## config.mk

```make
export PLATFORM = sky130hd
export DESIGN_NAME = conv33_window
export DESIGN_NICKNAME = d
export VERILOG_FILES = /design/src/rtl/conv_pkg.sv /design/src/rtl/line_buffer.sv /design/src/rtl/conv33_window.sv
export SDC_FILE = /design/constraint.sdc
export NUM_CORES = 1
export LEC_CHECK = 0
export ABC_AREA = 0
export CORE_ASPECT_RATIO = 0.5
export CORE_MARGIN = 4
export CORE_UTILIZATION = 30
export CTS_CLUSTER_SIZE = 20
export DETAILED_ROUTE_END_ITERATION = 8
export PLACE_DENSITY_LB_ADDON = 0.08
export SLEW_MARGIN = 10
export SYNTH_ARGS = -nofsm -noshare
export SYNTH_HDL_FRONTEND = slang
export SYNTH_SLANG_ARGS = --single-unit
```

## constraint.sdc

```tcl
create_clock -name clk -period 4.18 [get_ports clk]
set_input_delay 0.836 -clock clk [delete_from_list [all_inputs] [get_ports clk]]
set_output_delay 0.836 -clock clk [all_outputs]
set_load 0.01 [all_outputs]
```

## src/rtl/conv_pkg.sv

```systemverilog
// ============================================================================
//  Module   : conv_pkg
//  Brief    : Shared defaults and helpers for the 3x3 convolution pipeline
//             (window generator and conv33 calc stage).
//  Revision : 1.0  initial release
// ============================================================================
`default_nettype none

package conv_pkg;

    // Default signed pixel width
    localparam int DEFAULT_DATA_WIDTH = 8;

    // Default frame geometry (pixels per row, rows per frame)
    localparam int DEFAULT_IMG_W = 28;
    localparam int DEFAULT_IMG_H = 28;

    // Window is 3x3: the first two rows/columns of a frame only prime it
    localparam int WIN_SIZE = 3;
    localparam int WIN_LEAD = WIN_SIZE - 1;

    // Width of a counter spanning 0..n-1; never narrower than one bit
    function automatic int cnt_width(input int n);
        if (n <= 2) begin
            return 1;
        end
        return $clog2(n);
    endfunction

endpackage : conv_pkg

`default_nettype wire

```

## src/rtl/line_buffer.sv

```systemverilog
// ============================================================================
//  Module   : line_buffer
//  Brief    : Enable-gated delay line. Each cycle with en=1 shifts din in;
//             dout is the value written DEPTH enabled cycles earlier.
//             Contents are not reset: the window counters keep stale data
//             away from any asserted window.
//  Revision : 1.0  initial release
// ============================================================================
`default_nettype none

module line_buffer #(
    parameter int DEPTH = 28,
    parameter int WIDTH = 8
) (
    input  logic             clk,
    input  logic             en,
    input  logic [WIDTH-1:0] din,
    output logic [WIDTH-1:0] dout
);

    logic [WIDTH-1:0] taps [DEPTH];

    // Head of the delay line takes the incoming pixel
    always_ff @(posedge clk) begin
        if (en) begin
            taps[0] <= din;
        end
    end

    // Remaining stages each take the previous stage's value
    generate
        if (DEPTH > 1) begin : g_chain
            for (genvar i = 1; i < DEPTH; i++) begin : g_tap
                // Shift one stage further along on every enabled cycle
                always_ff @(posedge clk) begin
                    if (en) begin
                        taps[i] <= taps[i-1];
                    end
                end
            end
        end
    endgenerate

    assign dout = taps[DEPTH-1];

endmodule : line_buffer

`default_nettype wire

```

## src/rtl/conv33_window.sv

```systemverilog
// ============================================================================
//  Module   : conv33_window
//  Brief    : Raster-order 3x3 sliding-window generator. Two line buffers
//             supply the two previous rows; a 3x3 register array shifts one
//             column per accepted pixel. conv33_en flags fully-populated,
//             non-straddling windows (valid convolution, no padding).
//  Revision : 1.0  initial release
// ============================================================================
`default_nettype none

module conv33_window
    import conv_pkg::*;
#(
    parameter int DATA_WIDTH = DEFAULT_DATA_WIDTH,
    parameter int IMG_W      = DEFAULT_IMG_W,
    parameter int IMG_H      = DEFAULT_IMG_H
) (
    input  logic                         clk,
    input  logic                         rst,
    input  logic signed [DATA_WIDTH-1:0] pix_in,
    input  logic                         pix_valid,
    output logic signed [DATA_WIDTH-1:0] data_0_0,
    output logic signed [DATA_WIDTH-1:0] data_0_1,
    output logic signed [DATA_WIDTH-1:0] data_0_2,
    output logic signed [DATA_WIDTH-1:0] data_1_0,
    output logic signed [DATA_WIDTH-1:0] data_1_1,
    output logic signed [DATA_WIDTH-1:0] data_1_2,
    output logic signed [DATA_WIDTH-1:0] data_2_0,
    output logic signed [DATA_WIDTH-1:0] data_2_1,
    output logic signed [DATA_WIDTH-1:0] data_2_2,
    output logic                         conv33_en,
    output logic                         frame_done
);

    localparam int COL_W = cnt_width(IMG_W);
    localparam int ROW_W = cnt_width(IMG_H);

    localparam logic [COL_W-1:0] COL_LAST  = COL_W'(IMG_W - 1);
    localparam logic [ROW_W-1:0] ROW_LAST  = ROW_W'(IMG_H - 1);
    localparam logic [COL_W-1:0] COL_FIRST = COL_W'(WIN_LEAD);
    localparam logic [ROW_W-1:0] ROW_FIRST = ROW_W'(WIN_LEAD);

    // Position of the pixel about to be accepted
    logic [COL_W-1:0] col;
    logic [ROW_W-1:0] row;

    // Same column of the previous row (r-1) and the one before (r-2)
    logic [DATA_WIDTH-1:0] prev1_pix;
    logic [DATA_WIDTH-1:0] prev2_pix;

    logic col_at_end;
    logic row_at_end;
    logic win_complete;

    assign col_at_end   = (col == COL_LAST);
    assign row_at_end   = (row == ROW_LAST);
    // Window ending at this pixel lies entirely inside the current three
    // rows; smaller col means stale columns from the previous row remain.
    assign win_complete = (row >= ROW_FIRST) && (col >= COL_FIRST);

    // Row r-1: delays the incoming stream by exactly one image row
    line_buffer #(
        .DEPTH (IMG_W),
        .WIDTH (DATA_WIDTH)
    ) u_line_buf1 (
        .clk  (clk),
        .en   (pix_valid),
        .din  (pix_in),
        .dout (prev1_pix)
    );

    // Row r-2: delays the first buffer's output by a further row
    line_buffer #(
        .DEPTH (IMG_W),
        .WIDTH (DATA_WIDTH)
    ) u_line_buf2 (
        .clk  (clk),
        .en   (pix_valid),
        .din  (prev1_pix),
        .dout (prev2_pix)
    );

    // Row/column tracking plus the registered window-valid and end-of-frame flags
    always_ff @(posedge clk or negedge rst) begin
        if (!rst) begin
            col        <= '0;
            row        <= '0;
            conv33_en  <= 1'b0;
            frame_done <= 1'b0;
        end else if (pix_valid) begin
            conv33_en  <= win_complete;
            frame_done <= col_at_end && row_at_end;
            if (col_at_end) begin
                col <= '0;
                row <= row_at_end ? '0 : row + 1'b1;
            end else begin
                col <= col + 1'b1;
            end
        end else begin
            conv33_en  <= 1'b0;
            frame_done <= 1'b0;
        end
    end

    // Window array: each row shifts left, newest column enters on the right
    always_ff @(posedge clk or negedge rst) begin
        if (!rst) begin
            data_0_0 <= '0;
            data_0_1 <= '0;
            data_0_2 <= '0;
            data_1_0 <= '0;
            data_1_1 <= '0;
            data_1_2 <= '0;
            data_2_0 <= '0;
            data_2_1 <= '0;
            data_2_2 <= '0;
        end else if (pix_valid) begin
            data_0_0 <= data_0_1;
            data_0_1 <= data_0_2;
            data_0_2 <= prev2_pix;
            data_1_0 <= data_1_1;
            data_1_1 <= data_1_2;
            data_1_2 <= prev1_pix;
            data_2_0 <= data_2_1;
            data_2_1 <= data_2_2;
            data_2_2 <= pix_in;
        end
    end

endmodule : conv33_window

`default_nettype wire

```

# Word level (Yosys, flattened, before mapping)
# Memories as Yosys holds them, arrays and structs flattened. A register that Yosys moved wholly into a read port is not among the register bits.
# Index checks and enable logic that the tools add are counted.
# totals
wordCells,30
ramBits,448
mem_count,2
output_inout_bits,74
reg_bits,76
# mem_list
name,words,width,read_ports,rd_clocked_by_memory_dff,wr,line_no,text
u_line_buf1.taps,28,8,28,0,28,line_buffer.sv:21,logic [WIDTH-1:0] taps [DEPTH];
u_line_buf2.taps,28,8,28,1,28,line_buffer.sv:21,
# op_classes
n_addsub,2
reduce_logical,4
muxes,6
order_cmp,2
n_eq_ne,2
# ops
cell,count
$add A5 B1 Y5 const B,2
$eq A5 B5 Y1 const B,2
$ge A5 B2 Y1 const B,2
$mux W5,2
$mux W1,4
$logic_and A1 B1 Y1,2
$reduce_and A2 Y1,1
$logic_not A1 Y1,1

# Longest topological paths before layout
# depth
word_depth,3
ltp_mapped,5
ltp_nobuf,5

# Cells and area by module
# A second synthesis with hierarchy kept.
# unflattened
hier_cells,674
hier_area_um2,16864.9
# by_module_without_submodules
module,instances,area_per_inst_um2,cells_per_inst
line_buffer,2,6786.5,232
conv33_window,1,3291.9,210

# Worst setup path before layout
# OpenSTA, ideal clock, no wires.
# synth_path
path_type,input -> register
from,input pix_valid
to,register row[4]
stages,4
path_slack_ns,2.404
setup_time_ns,0.128
arrival_ns,1.649
cell_sequence,buf_4 -> nand2_2 -> nor4_2 -> mux2_1
# synth_via
elab_chain_len,1
# synth_rtl
item,line_no,text
"start, declared",conv33_window.sv:21,"input logic pix_valid,"
$reduce_and A2 Y1 (no source line),--,
"end signal, assigned",conv33_window.sv:95,row <= row_at_end ? '0 : row + 1'b1;
"end, declared",conv33_window.sv:45,logic [ROW_W-1:0] row;
# Every way passes these cells.
# A chain may end at the register's enable or synchronous reset.

# Worst setup path in the final report
# layout_path
from,"register data_0_2[7], read port of u_line_buf2.taps"
to,output data_0_2[7]
# layout_rtl
item,line_no,text
"start, declared",conv33_window.sv:24,"output logic signed [DATA_WIDTH-1:0] data_0_2,"
# No word-level cell between the ends.

==> flow_metrics.env <==
export IMPL_status="complete, no violations"
export IMPL_fp_row_count=60
export IMPL_hold_viol=0
export IMPL_synth_ff_type="edfxtp_1"
export IMPL_wl_met1_um=10880
export IMPL_p_clk_frac=0.389
export IMPL_syn_area_per_cell_um2=25.32
export IMPL_endpoint="data_0_2[7]"
export IMPL_yosys_top_cells_area="edfxtp_1, dfrtp_1, mux2_2, ha_1, buf_2"
export IMPL_port_buffers=84
export IMPL_cts_setup_buffers=0
export IMPL_instances_no_fill=1580
export IMPL_worst_pin_slew_ps=918.0
export IMPL_cts_buffers=48
export IMPL_dieWidth_um=342.3
export IMPL_grt_usage=0.07034
export IMPL_path_cells="clkdlybuf4s50_1"
export IMPL_power_frac_seq=0.557
export IMPL_hold_slack_ps=376.6
export IMPL_grt_max_degree=121
export IMPL_startpoint="data_0_2[7]"
export IMPL_r2r_cells=4
export IMPL_cts_resized=0
export IMPL_routed_top_layer="met4"
export IMPL_critPathRequiredTime_ps=3340
export IMPL_cts_sinks=532
export IMPL_yosysUniqueCellTypes=28
export IMPL_synth_top_cell_by_area="edfxtp_1"
export IMPL_root_buffer="clkbuf_16"
export IMPL_fmax_mhz=417.1
export IMPL_globalplace_congestion=0.6388
export IMPL_dieArea_mm2=0.05994
export IMPL_clockBufferDepth=3
export IMPL_tns_ps=0
export IMPL_min_period_ps=2398
export IMPL_synth_nets=677
export IMPL_setup_viol=0
export IMPL_path_class="flip-flop to primary output"
export IMPL_wl_met3_um=1258
export IMPL_start_kind="flip-flop"
export IMPL_end_kind="primary output"
export IMPL_netlist_area_mm2=0.01676
export IMPL_critPathMaxFanout=3
export IMPL_initial_core_util=0.3075
export IMPL_first_pass_iters=4
export IMPL_skew_ps=12.06
export IMPL_diodes=0
export IMPL_via_per_inst=3.983
export IMPL_drtIter0Drc=505
export IMPL_slew_viol_final=0
export IMPL_antenna_found_initial=0
export IMPL_arrival_ps=1560
export IMPL_place_inst=1490
export IMPL_coreArea_mm2=0.05450
export IMPL_synth_seq_cells=532
export IMPL_wl_um=21560
export IMPL_p_int_w=0.009065
export IMPL_max_cap_violations=0
export IMPL_crit_cells=1
export IMPL_design_area_mm2=0.02020
export IMPL_htree_num_levels=2
export IMPL_netlist_instances=662
export IMPL_wl_per_cell_um=13.64
export IMPL_placed_cell_area_mm2=0.01862
export IMPL_p_leak_nw=6.973
export IMPL_via_count=6293
export IMPL_crit_buf_inv=1
export IMPL_drtAntennaViolNets=0
export IMPL_pwr_share_comb=0.054
export IMPL_rsz0062_at_grt="no"
export IMPL_max_vdd_ir_drop_mv=0.2295
export IMPL_grt_first_pass_wirelength_um=34510
export IMPL_fin_nets=811
export IMPL_min_period_over_period=0.5736
export IMPL_hold_class="input port to asynchronous set/reset pin"
export IMPL_crit_family="buffers and inverters"
export IMPL_drive_gt1_frac=0.1866
export IMPL_power_density_mw_per_mm2=565.0
export IMPL_grt_pass1_vias=6350
export IMPL_reg2reg_from="col[1]"
export IMPL_synth_top_area_frac=0.8027
export IMPL_p_sw_w=0.002350
export IMPL_cts_tree="done"
export IMPL_yosys_warnings=0
export IMPL_synth_seq_area_share=0.9281
export IMPL_slowest_delay_ps=600
export IMPL_met2_length_um=8750
export IMPL_clk_latency_ps=560
export IMPL_reg2reg_to="row[4]"
export IMPL_grt_overflow_total=0
export IMPL_switching_share=0.2058
export IMPL_drcViolationCount=0
export IMPL_ios=85
export IMPL_chipHeight_um=175.1
export IMPL_cts_clk_slew_worst_paths_ps=70
export IMPL_power_total_w=0.01141
export IMPL_synthToLayoutAreaGrowth_pct=20.54
export IMPL_hpwl_um=10230
export IMPL_cp_slowest_cell="clkdlybuf4s50_1"
export IMPL_postCtsHoldBufs=0
export IMPL_relSlewSlack=0.3880
export IMPL_async_reset_ff_frac=0.1579
export IMPL_synth_edf_count=448
export IMPL_r2r_slack_ps=2470
-- power by group through the flow --
stage,logic (W),registers [W],clock network (W)
6_report,0.000620,0.00636,0.00444
3_5_place_dp,0.000638,0.00647,0
2_1_floorplan,0.000217,0.00646,0
4_1_cts,0.000639,0.00636,0.00467
5_1_grt,0.000678,0.00640,0.00490
3_3_place_gp,0.000625,0.00645,0
-- placed cells by master (no fill, tap or decap), types with 5 or more instances in the layout --
| master | n |
|---|---|
| clkdlybuf4s50_1 | 82 |
| clkbuf_1 | 11 |
| edfxtp_1 | 448 |
| bufinv_16 | 6 |
| buf_12 | 5 |
| clkinv_1 | 13 |
| inv_1 | 7 |
| dfrtp_1 | 84 |
| clkbuf_16 | 49 |
| mux2_2 | 73 |
| buf_4 | 6 |
-- flip-flops by register name (all words and copies together) (netlist names) --
name,count
u_line_buf1.taps,224
u_line_buf2.taps,224
data_0_0,8
data_0_1,8
data_0_2,8
data_1_0,8
data_1_1,8
data_1_2,8
data_2_0,8
data_2_1,8
data_2_2,8
col,5
row,5
conv33_en,1
frame_done,1
-- worst min-delay path by stage --
stage | start | end | slack, ps | cells past startpoint
global route | u_line_buf2.taps[0][3] | u_line_buf2.taps[1][3] | 420 | 0
detailed placement | u_line_buf1.taps[0][51] | u_line_buf1.taps[0][59] | 400 | 0
finish | rst | data_0_0[4] | 380 | 1
floorplan | u_line_buf1.taps[0][92] | u_line_buf1.taps[0][100] | 400 | 0
CTS | rst | data_0_2[4] | 390 | 1
global placement | u_line_buf2.taps[23][3] | u_line_buf2.taps[24][3] | 400 | 0
-- per-layer routing --
| metal | up-vias | GRT usage |
|---|---|---|
| met5 | - | 0 |
| met2 | 114 | 0.09499 |
| li1 | 2870 | - |
| met4 | 0 | 0.02957 |
| met1 | 3249 | 0.1009 |
| met3 | 60 | 0.02640 |
-- layout make-up --
class / count / area [um^2]
clock inverter: 28 / 289.0
sequential: 532 / 15550
multi-input combinational: 113 / 1126
tap: 744 / 930.9
timing repair buffer: 94 / 980.9
fill: 5014 / 34300
clock buffer: 62 / 1295
inverter: 7 / 26.28
-- cell usage after synthesis, drive strengths merged (2+ instances only) --
master,number
o21ai,3
ha,4
inv,7
nand2,6
buf,10
edfxtp,448
dfrtp,84
nand3,3
nor2,3
nand4,2
mux2i,4
mux2,74
nor4,4
-- cell families (layout without fill, tap and decap cells) --
family / count (synthesis) / in the layout / synth area share
flip-flops: 532 / 532 / 0.9281
multiplexers: 78 / 78 / 0.05211
AND/OR/NAND/NOR: 22 / 22 / 0.008510
XOR/XNOR: 1 / 1 / 0.0005227
AO/OA/AOI/OAI: 8 / 8 / 0.003061
buffers and inverters: 17 / 191 / 0.004704
adder cells (fa/ha/maj): 4 / 4 / 0.002986
-- per-stage QoR --
stage                 util  worst slack (ps)
detailed placement  0.3416              1716
global placement    0.3416              1740
CTS                 0.3707              1681
global route        0.3707              1668
floorplan                -              2404
finish              0.3707              1782
Power figures use the tool's default switching activity.
